<file path="config.mk">
export PLATFORM = sky130hd
export DESIGN_NAME = calc_op_sched
export DESIGN_NICKNAME = d
export VERILOG_FILES = /design/src/rtl/calc_pkg.sv /design/src/rtl/calc_cmd_slot.sv /design/src/rtl/calc_op_sched.sv
export SDC_FILE = /design/constraint.sdc
export NUM_CORES = 1
export LEC_CHECK = 0
export CAP_MARGIN = 20
export CELL_PAD_IN_SITES_DETAIL_PLACEMENT = 1
export CELL_PAD_IN_SITES_GLOBAL_PLACEMENT = 1
export CORE_UTILIZATION = 30
export DETAILED_ROUTE_END_ITERATION = 8
export PLACE_DENSITY_LB_ADDON = 0.1
export SLEW_MARGIN = 20
export SYNTH_ARGS = -nofsm -noshare
export SYNTH_HDL_FRONTEND = slang
export SYNTH_SLANG_ARGS = --single-unit
</file>
<file path="constraint.sdc">
create_clock -name clk -period 1.85 [get_ports clk]
set_input_delay 0.2775 -clock clk [delete_from_list [all_inputs] [get_ports clk]]
set_output_delay 0.2775 -clock clk [all_outputs]
set_load 0.01 [all_outputs]
</file>
<file path="src/rtl/calc_pkg.sv">
// calc_pkg: shared types for the UART calculator operation scheduler.
// Holds opcode encodings, scheduler FSM states, operand/result widths and
// the parsed-command record carried through the active register and pending slot.
package calc_pkg;

  localparam int OPND_W = 16;
  localparam int RES_W  = 32;

  typedef enum logic [1:0] {
    OP_ADD = 2'b00,
    OP_SUB = 2'b01,
    OP_MUL = 2'b10,
    OP_RSV = 2'b11
  } op_e;

  typedef enum logic [1:0] {
    ST_IDLE  = 2'd0,
    ST_ISSUE = 2'd1,
    ST_WAIT  = 2'd2,
    ST_RESP  = 2'd3
  } state_e;

  typedef struct packed {
    op_e               op;
    logic [OPND_W-1:0] src1;
    logic [OPND_W-1:0] src2;
  } cmd_t;

endpackage

</file>
<file path="src/rtl/calc_cmd_slot.sv">
// calc_cmd_slot: one-entry command buffer between parser and scheduler FSM.
// Latency: a push is visible on cmd_o/full_o the cycle after it is taken.
// Backpressure: push while full (without a same-cycle pop) is dropped and drop_o pulses.
// Ports: clk/n_rst, push_i/cmd_i (write), pop_i (read), full_o/cmd_o (state), drop_o.
module calc_cmd_slot
  import calc_pkg::*;
(
  input  logic clk,
  input  logic n_rst,
  input  logic push_i,
  input  cmd_t cmd_i,
  input  logic pop_i,
  output logic full_o,
  output cmd_t cmd_o,
  output logic drop_o
);

  logic full_q, full_d;
  cmd_t cmd_q, cmd_d;

  // A pop in the same cycle frees the entry, so a simultaneous push refills it.
  always_comb begin
    full_d = full_q;
    cmd_d  = cmd_q;
    drop_o = 1'b0;
    if (pop_i) full_d = 1'b0;
    if (push_i) begin
      if (full_q && !pop_i) begin
        drop_o = 1'b1;
      end else begin
        full_d = 1'b1;
        cmd_d  = cmd_i;
      end
    end
  end

  always_ff @(posedge clk or negedge n_rst) begin
    if (!n_rst) begin
      full_q <= 1'b0;
      cmd_q  <= '0;
    end else begin
      full_q <= full_d;
      cmd_q  <= cmd_d;
    end
  end

  assign full_o = full_q;
  assign cmd_o  = cmd_q;

endmodule

</file>
<file path="src/rtl/calc_op_sched.sv">
// calc_op_sched: dispatches parsed commands to the add/sub unit or multiplier.
// Latency: start pulse one cycle after parser_done; res_valid one cycle after unit done.
// Backpressure: result held until res_ready; one command buffered while busy, further ones dropped (ovf).
// Ports: parser command in (parser_done/cmd_*), unit start/operands out and done/result in,
//        result valid/ready out to TX, busy/ovf status with ovf_clr.
module calc_op_sched
  import calc_pkg::*;
#(
  parameter int unsigned TIMEOUT = 64
) (
  input  logic              clk,
  input  logic              n_rst,
  input  logic              parser_done,
  input  logic [1:0]        cmd_op,
  input  logic [OPND_W-1:0] cmd_src1,
  input  logic [OPND_W-1:0] cmd_src2,
  output logic              add_start,
  output logic              add_sub,
  output logic              mul_start,
  output logic [OPND_W-1:0] unit_src1,
  output logic [OPND_W-1:0] unit_src2,
  input  logic              add_done,
  input  logic              mul_done,
  input  logic [RES_W-1:0]  add_res,
  input  logic [RES_W-1:0]  mul_res,
  output logic              res_valid,
  input  logic              res_ready,
  output logic [RES_W-1:0]  res_data,
  output logic              res_err,
  output logic              busy,
  output logic              ovf,
  input  logic              ovf_clr
);

  localparam logic [7:0] WDOG_LAST = 8'(TIMEOUT - 1);

  state_e           state_q;
  cmd_t             act_q;
  logic [7:0]       wdog_q;
  logic             add_start_q, add_sub_q, mul_start_q;
  logic             res_valid_q, res_err_q, ovf_q;
  logic [RES_W-1:0] res_data_q;

  cmd_t             new_cmd, slot_cmd, issue_cmd;
  logic             slot_full, slot_drop, slot_push, slot_pop, issue_go;
  logic             done_hit;
  logic [RES_W-1:0] unit_res;

  assign new_cmd = '{op: op_e'(cmd_op), src1: cmd_src1, src2: cmd_src2};

  // In IDLE the buffered command wins; a same-cycle parser_done refills the slot.
  assign slot_pop  = (state_q == ST_IDLE) && slot_full;
  assign slot_push = parser_done && ((state_q != ST_IDLE) || slot_full);
  assign issue_go  = slot_full || parser_done;
  assign issue_cmd = slot_full ? slot_cmd : new_cmd;

  calc_cmd_slot u_slot (
    .clk    (clk),
    .n_rst  (n_rst),
    .push_i (slot_push),
    .cmd_i  (new_cmd),
    .pop_i  (slot_pop),
    .full_o (slot_full),
    .cmd_o  (slot_cmd),
    .drop_o (slot_drop)
  );

  // Only the unit that was dispatched may complete the command.
  assign done_hit = (act_q.op == OP_MUL) ? mul_done : add_done;
  assign unit_res = (act_q.op == OP_MUL) ? mul_res : add_res;

  always_ff @(posedge clk or negedge n_rst) begin
    if (!n_rst) begin
      state_q     <= ST_IDLE;
      act_q       <= '0;
      wdog_q      <= '0;
      add_start_q <= 1'b0;
      add_sub_q   <= 1'b0;
      mul_start_q <= 1'b0;
      res_valid_q <= 1'b0;
      res_err_q   <= 1'b0;
      res_data_q  <= '0;
      ovf_q       <= 1'b0;
    end else begin
      add_start_q <= 1'b0;
      mul_start_q <= 1'b0;

      if (slot_drop)    ovf_q <= 1'b1;
      else if (ovf_clr) ovf_q <= 1'b0;

      case (state_q)
        ST_IDLE: begin
          if (issue_go) begin
            act_q       <= issue_cmd;
            state_q     <= ST_ISSUE;
            // Start pulses are registered here so they appear in the ISSUE cycle.
            add_start_q <= (issue_cmd.op == OP_ADD) || (issue_cmd.op == OP_SUB);
            add_sub_q   <= (issue_cmd.op == OP_SUB);
            mul_start_q <= (issue_cmd.op == OP_MUL);
          end
        end
        ST_ISSUE: begin
          wdog_q <= '0;
          if (act_q.op == OP_RSV) begin
            res_data_q  <= '0;
            res_err_q   <= 1'b1;
            res_valid_q <= 1'b1;
            state_q     <= ST_RESP;
          end else begin
            state_q <= ST_WAIT;
          end
        end
        ST_WAIT: begin
          if (done_hit) begin
            res_data_q  <= unit_res;
            res_err_q   <= 1'b0;
            res_valid_q <= 1'b1;
            state_q     <= ST_RESP;
          end else if (wdog_q == WDOG_LAST) begin
            res_data_q  <= '0;
            res_err_q   <= 1'b1;
            res_valid_q <= 1'b1;
            state_q     <= ST_RESP;
          end else begin
            wdog_q <= wdog_q + 8'd1;
          end
        end
        ST_RESP: begin
          if (res_ready) begin
            res_valid_q <= 1'b0;
            res_err_q   <= 1'b0;
            res_data_q  <= '0;
            state_q     <= ST_IDLE;
          end
        end
        default: state_q <= ST_IDLE;
      endcase
    end
  end

  assign add_start = add_start_q;
  assign add_sub   = add_sub_q;
  assign mul_start = mul_start_q;
  assign unit_src1 = act_q.src1;
  assign unit_src2 = act_q.src2;
  assign res_valid = res_valid_q;
  assign res_err   = res_err_q;
  assign res_data  = res_data_q;
  assign ovf       = ovf_q;
  assign busy      = (state_q != ST_IDLE) || slot_full;

endmodule
</file>
# Word level (Yosys, flattened, before mapping)
# Index checks and enable logic that the tools add are counted.
classes:
  reduce_logical: 18
  add_sub_neg: 1
  mux: 35
  n_bitwise: 1
  n_eq_ne: 14
op_table:
  columns: ["operator", "n"]
  rows:
  - ["two-way mux 32 bit", 5]
  - ["one-hot mux 32 bit (3 select lines)", 1]
  - ["two-way mux 34 bit", 1]
  - ["two-way mux 1 bit", 18]
  - ["two-way mux 8 bit", 2]
  - ["one-hot mux 8 bit (2 select lines)", 1]
  - ["equality test 2 bit, second input constant", 5]
  - ["!= test 2 bit, second input constant", 5]
  - ["adder 8 x 1 -> 8 bit, second input constant", 1]
  - ["equality test 8 x 6 -> 1 bit, second input constant", 1]
  - ["two-way mux 2 bit", 4]
  - ["one-hot mux 2 bit (4 select lines)", 1]
  - ["one-hot mux 1 bit (3 select lines)", 2]
  - ["AND reduction 3 bit", 2]
  - ["nonzero test 2 bit", 3]
  - ["equality test 2 x 1 -> 1 bit, second input constant", 2]
  - ["zero test 2 bit", 2]
  - ["AND reduction 2 bit", 2]
  - ["AND reduction 4 bit", 1]
  - ["logical AND 1 bit", 3]
  - ["logical OR 1 bit", 3]
  - ["!= test 3 bit, second input constant", 1]
  - ["nonzero test 3 bit", 1]
  - ["zero test 1 bit", 1]
  - ["NOT 1 bit", 1]
totals:
  output_inout_bits: 71
  reg_bits: 117
  word_cells: 85

# Logic depth before layout (Yosys ltp)
# Gate-level depths: netlist (run 1).
logic_depth:
  word_depth: 7
  depth_mapped: 8
  depth_no_buf: 6

# Modules after synthesis
# Synthesis (run 1) repeated with hierarchy kept, for this count alone.
hier_totals:
  hier_cells: 499
  area_unflattened_um2: 5705.5
modules_own_cells:
  columns: ["module", "area_per_inst_um2", "cells_per_inst", "seq_area_each_um2", "n_inst"]
  rows:
  - ["calc_op_sched", 4237.8, 422, 2052.0, 1]
  - ["calc_cmd_slot", 1467.7, 77, 875.8, 1]

# Worst setup path before layout (run 1)
# No wires, ideal clock.
synth_timing:
  path_type: "reg-to-reg"
  startpoint: "reg state_q[0]"
  endpoint: "reg res_err_q, in the netlist res_err"
  stages_incl_launch_ff: 7
  t_required_ns: 1.722
  arrival_ns: 1.730
  setup_slack_ns: -0.007
  n_path_buf: 1
  cell_sequence: "dfrtp_1 inv_1 ha_1 clkbuf_1 inv_1 o31ai_2 mux2_1"
synth_between:
  elab_chain_cells: 3
synth_rtl:
  columns: ["item", "line", "rtl"]
  rows:
  - ["from (decl)", "calc_op_sched.sv:37", "state_e state_q;"]
  - ["from (signal assigned)", "calc_op_sched.sv:74", "state_q <= ST_IDLE;"]
  - ["from (signal assigned)", "calc_op_sched.sv:95", "state_q <= ST_ISSUE;"]
  - ["from (signal assigned)", "calc_op_sched.sv:108", "state_q <= ST_RESP;"]
  - ["equality test 2 bit or equality test 2 x 1 -> 1 bit (tied branches)", "calc_op_sched.sv:91", "case (state_q)"]
  - ["!= test 3 bit (no line), or another cell as far along", null, null]
  - ["AND reduction 4 bit (no line)", null, null]
  - ["to (signal assigned)", "calc_op_sched.sv:81", "res_err_q <= 1'b0;"]
  - ["to (signal assigned)", "calc_op_sched.sv:106", "res_err_q <= 1'b1;"]
  - ["to (signal assigned)", "calc_op_sched.sv:116", "res_err_q <= 1'b0;"]
  - ["to (decl)", "calc_op_sched.sv:41", "logic res_valid_q, res_err_q, ovf_q;"]
# Several ways; a longest one is shown, not always the timed one.
# A chain may end at the register's enable or synchronous reset.

# Worst setup path after layout (run 1)
layout_timing:
  startpoint: "reg state_q[1]"
  endpoint: "out busy"
layout_between:
  elab_chain_cells: 2
layout_rtl:
  columns: ["item", "line", "rtl"]
  rows:
  - ["nonzero test 2 bit", "calc_op_sched.sv:150", "assign busy = (state_q != ST_IDLE) || slot_full;"]
  - ["logical OR 1 bit", "calc_op_sched.sv:150", null]
  - ["to (decl)", "calc_op_sched.sv:30", "output logic busy,"]
# No other way between the ends.

==> results of run 1 <==
## through the flow
stage | cells | instance area [um2] | TNS (ns) | power (uW) | hold WS [ns]
after floorplan | 477 | 5580 | 0 | 8370 | -0.0181
after global placement | 857 | 7640 | 0 | 10900 | 0.195
after detailed placement | 857 | 7640 | -0.387 | 11200 | 0.200
after CTS | 890 | 8280 | 0 | 14800 | 0.311
after global routing | 892 | 8310 | -0.000106 | 15500 | 0.321
final | 892 | 8310 | 0 | 14500 | 0.321
## sequential cells by signal, summed over array words and instances (netlist names)
register       cells
act_q              2
add_start          1
add_sub            1
mul_start          1
ovf                1
res_data          32
res_err            1
res_valid          1
state_q            2
u_slot.cmd_o      34
u_slot.full_o      1
unit_src1         16
unit_src2         16
wdog_q             8
## cell usage in the layout (no fill, tap or decap), types with 10 or more instances in the layout
cell type        instances
dfrtp_1                116
nand2_1                 50
mux2_1                  33
mux2i_1                 68
clkdlybuf4s50_1        173
clkbuf_16               17
o21ai_1                 34
o2bb2ai_1               31
a21oi_1                 10
buf_4                   31
## kinds of logic (layout without fill, tap and decap cells)
family	after synthesis	count (layout)	synth area share (%)
AO/OA/AOI/OAI	100	100	12.5
flip-flops	117	117	52.6
buffers and inverters	68	254	7.22
AND/OR/NAND/NOR	81	81	6.56
multiplexers	105	105	19.8
adder cells (fa/ha/maj)	6	6	1.35
## power breakdown
group | total [uW] | switching, uW | internal [uW]
sequential | 4480 | 707 | 3780
combinational | 6610 | 3130 | 3480
clock | 3460 | 1190 | 2260
total | 14500 | 5030 | 9520
## metal layers
metal	GRT usage, %	routed length, um	up-vias
met5	0	0	-
met4	5.26	195	0
met3	3.91	592	15
met2	30.2	8310	82
met1	21.4	6850	2162
li1	-	-	2038
## area by class of cell
type / instances / area [um2] / area share (%)
multi-input combinational: 292 / 2290 / 27.6
clock inverter: 11 / 148 / 1.78
sequential: 117 / 2930 / 35.3
timing repair buffer: 214 / 2140 / 25.8
inverter: 8 / 30.0 / 0.362
tap: 229 / 287 / 3.45
clock buffer: 21 / 480 / 5.78
## critical path, stage by stage, from the launching register on
cell and delay [ns]:
dfrtp_1 0.42, inv_2 0.09, ha_2 0.20, nand2b_1 0.08, dlygate4sd2_1 0.30
## worst min-delay path by stage
stage	start	to	slack [ns]	cells after the start
after floorplan	n_rst	act_q[32]$_DFFE_PN0P_	-0.02	0
after global placement	n_rst	unit_src2[14]$_DFFE_PN0P_	0.20	1
after detailed placement	n_rst	unit_src2[13]$_DFFE_PN0P_	0.20	1
after CTS	n_rst	unit_src2[13]$_DFFE_PN0P_	0.31	2
after global routing	n_rst	unit_src2[13]$_DFFE_PN0P_	0.32	2
final	n_rst	unit_src2[13]$_DFFE_PN0P_	0.32	2
## repair_timing
action | CTS | global route
gates cloned | 0 | 0
buffers inserted | 0 | 2
resized for setup | 3 | 3
hold buffers | 1 | 0
hold endpoints to repair | 18 | 0
pin swaps | 0 | 2
endpoints found under the setup margin | 1 | 39
==> impl_results.md, run 1 <==
* Vias per cell at approximately 4.8
* Top cells by count, synth: dfrtp_1 (117), mux2i_1 (68), nand2_1 (50), o21ai_1 (35), mux2_1 (33)
* Setup WS pre-CTS at -0.0361 ns
* Core Footprint at 18100 um2
* Async SR Flop Fraction at between 90% and 100%
* GRT Total Usage at 17.3%
* Die area at 19100 um2
* Power density cells at 1750 nW/um2
* Num CTS Buffers at 17
* CTS tree: built
* Die Wd at 138 um
* Register area share after synthesis at around 53%
* Fin util at 45.9%
* Syn_nets at 588
* Top cells by area, synth: dfrtp_1 (53%), mux2i_1 (12%), mux2_1 (6.7%)
* Status: complete, but fails checks
* Layout Skew at 0.00675 ns
* Area leader, netlist: dfrtp_1
* Hpwl dp at 11500 um
* Mean area per synthesized cell at between 10 and 15 um2
* R2R depth at 7
* Final period util at 95.8%
* CP endpoint: busy
* Ratio of cells with drive above 1 in the final layout at 13.1%
* Fill count at 1904
* Synth cell types at 43
* Initial antenna violation count at 0
* Initial Util at 30.8%
* # DRC at 20
* Post-synth EDFFs at 0
* Drt first pass iters at 6
* Initial drt markers at about 110
* Ant. Diodes at 0
* GPL Wtd Cong at approximately 0.77
* Final worst slack at between 0.07 and 0.08 ns
* Worst Setup SP: state_q[1]$_DFFE_PN0P_
* Die Height at 138 um
* Crit path max fanout at 4
* Fin. Hold Viols at 0
* #FFs+latches synth at 117
* Total congestion overflow at 0
* Most common cell in the netlist: dfrtp_1
* Failing checks: DRC
* Most used DFF post-synth: dfrtp_1
* Num ports at 176
* Actual slew at the worst max-slew pin at between 0.3 and 0.4 ns
* Synth Cell Area at 5570 um2
* Max Slew Vio Count at 0
* Crit end category: primary output
* CTS clk-pin slew, worst paths at 0.06 ns
* Crit start category: flop
* Worst-case vdd ir drop at 0.759 mV
* Vias in the first global route at about 4700
* Worst R2R Setup Slack at about 0.090 ns
* Via count at 4297
* Routed WL per cell at 17.9 um
* Cell count after synthesis at between 400 and 500
* Skew-Pair Late Insertion Delay at 0.40 ns
* First-pass GRT wire length at 25700 um
* Ys Warns at 0
* H-tree depth at 4
* Worst setup path category: flop to primary output
* Final setup viols at 0
* Max-slew headroom at 78.4%
* Final worst path period need at 1.77 ns
* P&R area growth vs syn at 49.2%
* Largest net degree at the start of global routing at 66
* Crit path DAT at 1.49 ns
* Final layout net count at 761
* Crit Reg-Reg Startpoint: state_q[0]$_DFFE_PN0P_
* Final ANT Viol Nets at 0
* Max_cap viols at 0
* Worst R2R End: res_data[9]$_DFFE_PN0P_
* Max Clock Freq at 564 MHz
* Leak at 0.00362 uW
* Root buffer cell: clkbuf_16
* Hold Crit Class: primary input to asynchronous set/reset pin
* Clk sinks at 117
* Data required, critical path at 1.57 ns
* Clock tree buffer depth at 2
* Final WL at between 15000 and 20000 um
* FP Rows at 49
* Port bufs at 175
* Top cell type's share of synthesized area at 52.6%
Note: power is estimated with default switching activity, not from simulation.
==> inputs of run 2 (changes only) <==
Settings changed: TNS_END_PERCENT from default to 50.
==> results of run 2 <==
Final layout, timing and power as in run 1 (identical DEF).
==> inputs of run 3 (changes only) <==
Settings changed: CORE_ASPECT_RATIO from default to 1.2.
==> impl_results.md, run 3 (synthesis results as in run 1) <==
* Multi-input gate area at 2300 um2 (+0.38%)
* Layout Skew at 0.00752 ns (+0.000773 ns)
* Clock tree buffer depth at 2 (unchanged)
* Actual slew at the worst max-slew pin at 0.569 ns (+0.244 ns)
* Power density cells at 1750 nW/um2 (-0.10%)
* Total congestion overflow at 0 (unchanged)
* Fin. Hold Viols at 0 (unchanged)
* Hpwl dp at 11200 um (-2.5%)
* Crit start category: flop
* CTS tree: built
* Crit end category: flop
* Internal power at 9430 uW (-0.91%)
* Final WL at 15400 um (-3.5%)
* Final period util at 96.6% (+0.80 points)
* Placed Instances at 852 (-0.58%)
* Hold Crit Class: primary input to asynchronous set/reset pin
* CTS clk-pin slew, worst paths at 0.06 ns (about the same)
* Design area at 8260 um2 (-0.51%)
* # DRC at 0 (-100%)
* Vias per cell at 4.84 (+0.37%)
* Routed WL per cell at 17.4 um (-2.8%)
* Commonest non-fill, non-tap cell in the layout: clkdlybuf4s50_1
* Die area at 19100 um2 (about the same)
* Largest net degree at the start of global routing at 49 (-26%)
* Most frequent cells in the layout: clkdlybuf4s50_1 (173), dfrtp_1 (116), mux2i_1 (68)
* Max-slew headroom at 62.1% (-16 points)
* Num ports at 176 (unchanged)
* Power share of the sequential group at 31.1% (+0.3 points)
* Root buffer cell: clkbuf_16
* Skew-Pair Late Insertion Delay at 0.41 ns (about the same)
* Status: complete, no violations
* Switch Pwr at 5030 uW (about the same)
* Max FFs per register at 34 (unchanged)
* Num CTS Buffers at 17 (unchanged)
* Pwr Total at 14500 uW (-0.61%)
* GPL Wtd Cong at 0.776 (+0.61%)
* Port bufs at 175 (unchanged)
* P&R area growth vs syn at 48.5%
* Final ANT Viol Nets at 0 (unchanged)
* FF/Latch Area at 2930 um2 (unchanged)
* Core Footprint at 18200 um2 (+0.49%)
* Final layout net count at 760 (-0.13%)
* Fin util at 45.5% (-0.46 points)
* GRT Total Usage at 16.8% (-0.55 points)
* Initial antenna violation count at 1 (+1)
* Leak at 0.00361 uW (-0.39%)
* Max_cap viols at 0 (unchanged)
* Placed Instance Area at 7610 um2 (-0.41%)
* Gate power share at 45.5% (about the same)
* Data required, critical path at 2.14 ns (+0.57 ns)
* Initial Util at 30.6% (-0.15 points)
* Ant. Diodes at 0 (unchanged)
* Via count at 4284 (-0.30%)
* Sw Ratio at 34.8% (+0.20 points)
* Max Clock Freq at 560 MHz (-0.83%)
* Drt first pass iters at 4 (-2)
* Crit path max fanout at 3 (-1)
* H-tree depth at 4 (unchanged)
* Die Height at 151 um (+9.4%)
* Final worst path period need at 1.79 ns (+0.0148 ns)
* First-pass GRT wire length at 24400 um (-4.9%)
* Clk sinks at 117 (unchanged)
* Fill count at 1930 (+1.4%)
* Clock share of power at 23.4% (-0.4 points)
* Worst-case vdd ir drop at 0.780 mV (+2.7%)
* Worst hold margin at 0.399 ns (+0.0774 ns)
* Die Wd at 126 um (-8.6%)
* FP Rows at 54 (+10%)
* Finished Layout Cells at 886 (-0.67%)
* Vias in the first global route at 4722 (+1.2%)
* Crit path DAT at 2.08 ns (+0.59 ns)
* Worst setup path category: flop to flop
* Final setup viols at 0 (unchanged)
* Max Slew Vio Count at 0 (unchanged)
* Initial drt markers at 244 (+110%)
* Ratio of cells with drive above 1 in the final layout at 13.0% (-0.13 points)
[run 3: path summary, 6_finish.rpt]
kind | from | to | slack (ns) | depth (start not counted)
setup / recovery | wdog_q[1]$_DFFE_PN0P_ | state_q[1]$_DFFE_PN0P_ | 0.06 | 6
hold / removal | n_rst | unit_src2[7]$_DFFE_PN0P_ | 0.40 | 2
setup reg to reg | wdog_q[1]$_DFFE_PN0P_ | state_q[1]$_DFFE_PN0P_ | 0.06 | 6
hold reg to reg | unit_src1[1]$_DFFE_PN0P_ | unit_src1[1]$_DFFE_PN0P_ | 0.49 | 2
max in group asynchronous | n_rst | res_data[31]$_DFFE_PN0P_ | 0.81 | 3
min in group clk | ovf_clr | ovf$_DFFE_PN0P_ | 0.44 | 2
[run 3: timing repair]
item	CTS	global route
resized for setup	4	5
hold buffers	1	0
setup endpoints to repair	1	40
hold endpoints to repair	34	0
pin swaps	0	2
cloned	0	0
buffers inserted	0	1
[run 3: area by class of cell]
cell class                 instances  share of cell area, %
clock buffer                      20                   5.53
clock inverter                    12                   1.86
inverter                           8                  0.363
multi-input combinational        292                   27.8
sequential                       117                   35.4
tap                              224                   3.39
timing repair buffer             213                   25.6
[run 3: worst max-delay path, stage by stage (launching register included)]
cell and delay [ns]:
dfrtp_1 0.36, ha_1 0.20, nand3_1 0.16, nor4_2 0.25, buf_4 0.21, o31a_1 0.17, mux2_1 0.33
[run 3: power groups by stage]
stage	sequential, uW	clock, uW	combinational [uW]
finish	4500	3390	6580
CTS	4520	3480	6640
floorplan	4520	0	3850
detailed placement	4530	0	6610
global route	4670	3580	7170
global placement	4490	0	6420
[run 3: layer usage]
layer	GRT usage [%]	wire, um	vias up
met5	0	16	-
met4	6.81	282	2
met3	5.69	932	24
met2	28.6	7600	126
met1	19.4	6550	2101
li1	-	-	2031
[run 3: through the flow]
step | worst slack, ns | setup TNS [ns]
3_5_place_dp | -0.0431 | -0.524
3_3_place_gp | 0.0162 | 0
4_1_cts | 0.00199 | 0
2_1_floorplan | 0.0270 | 0
6_report | 0.0636 | 0
5_1_grt | -0.00522 | -0.00522
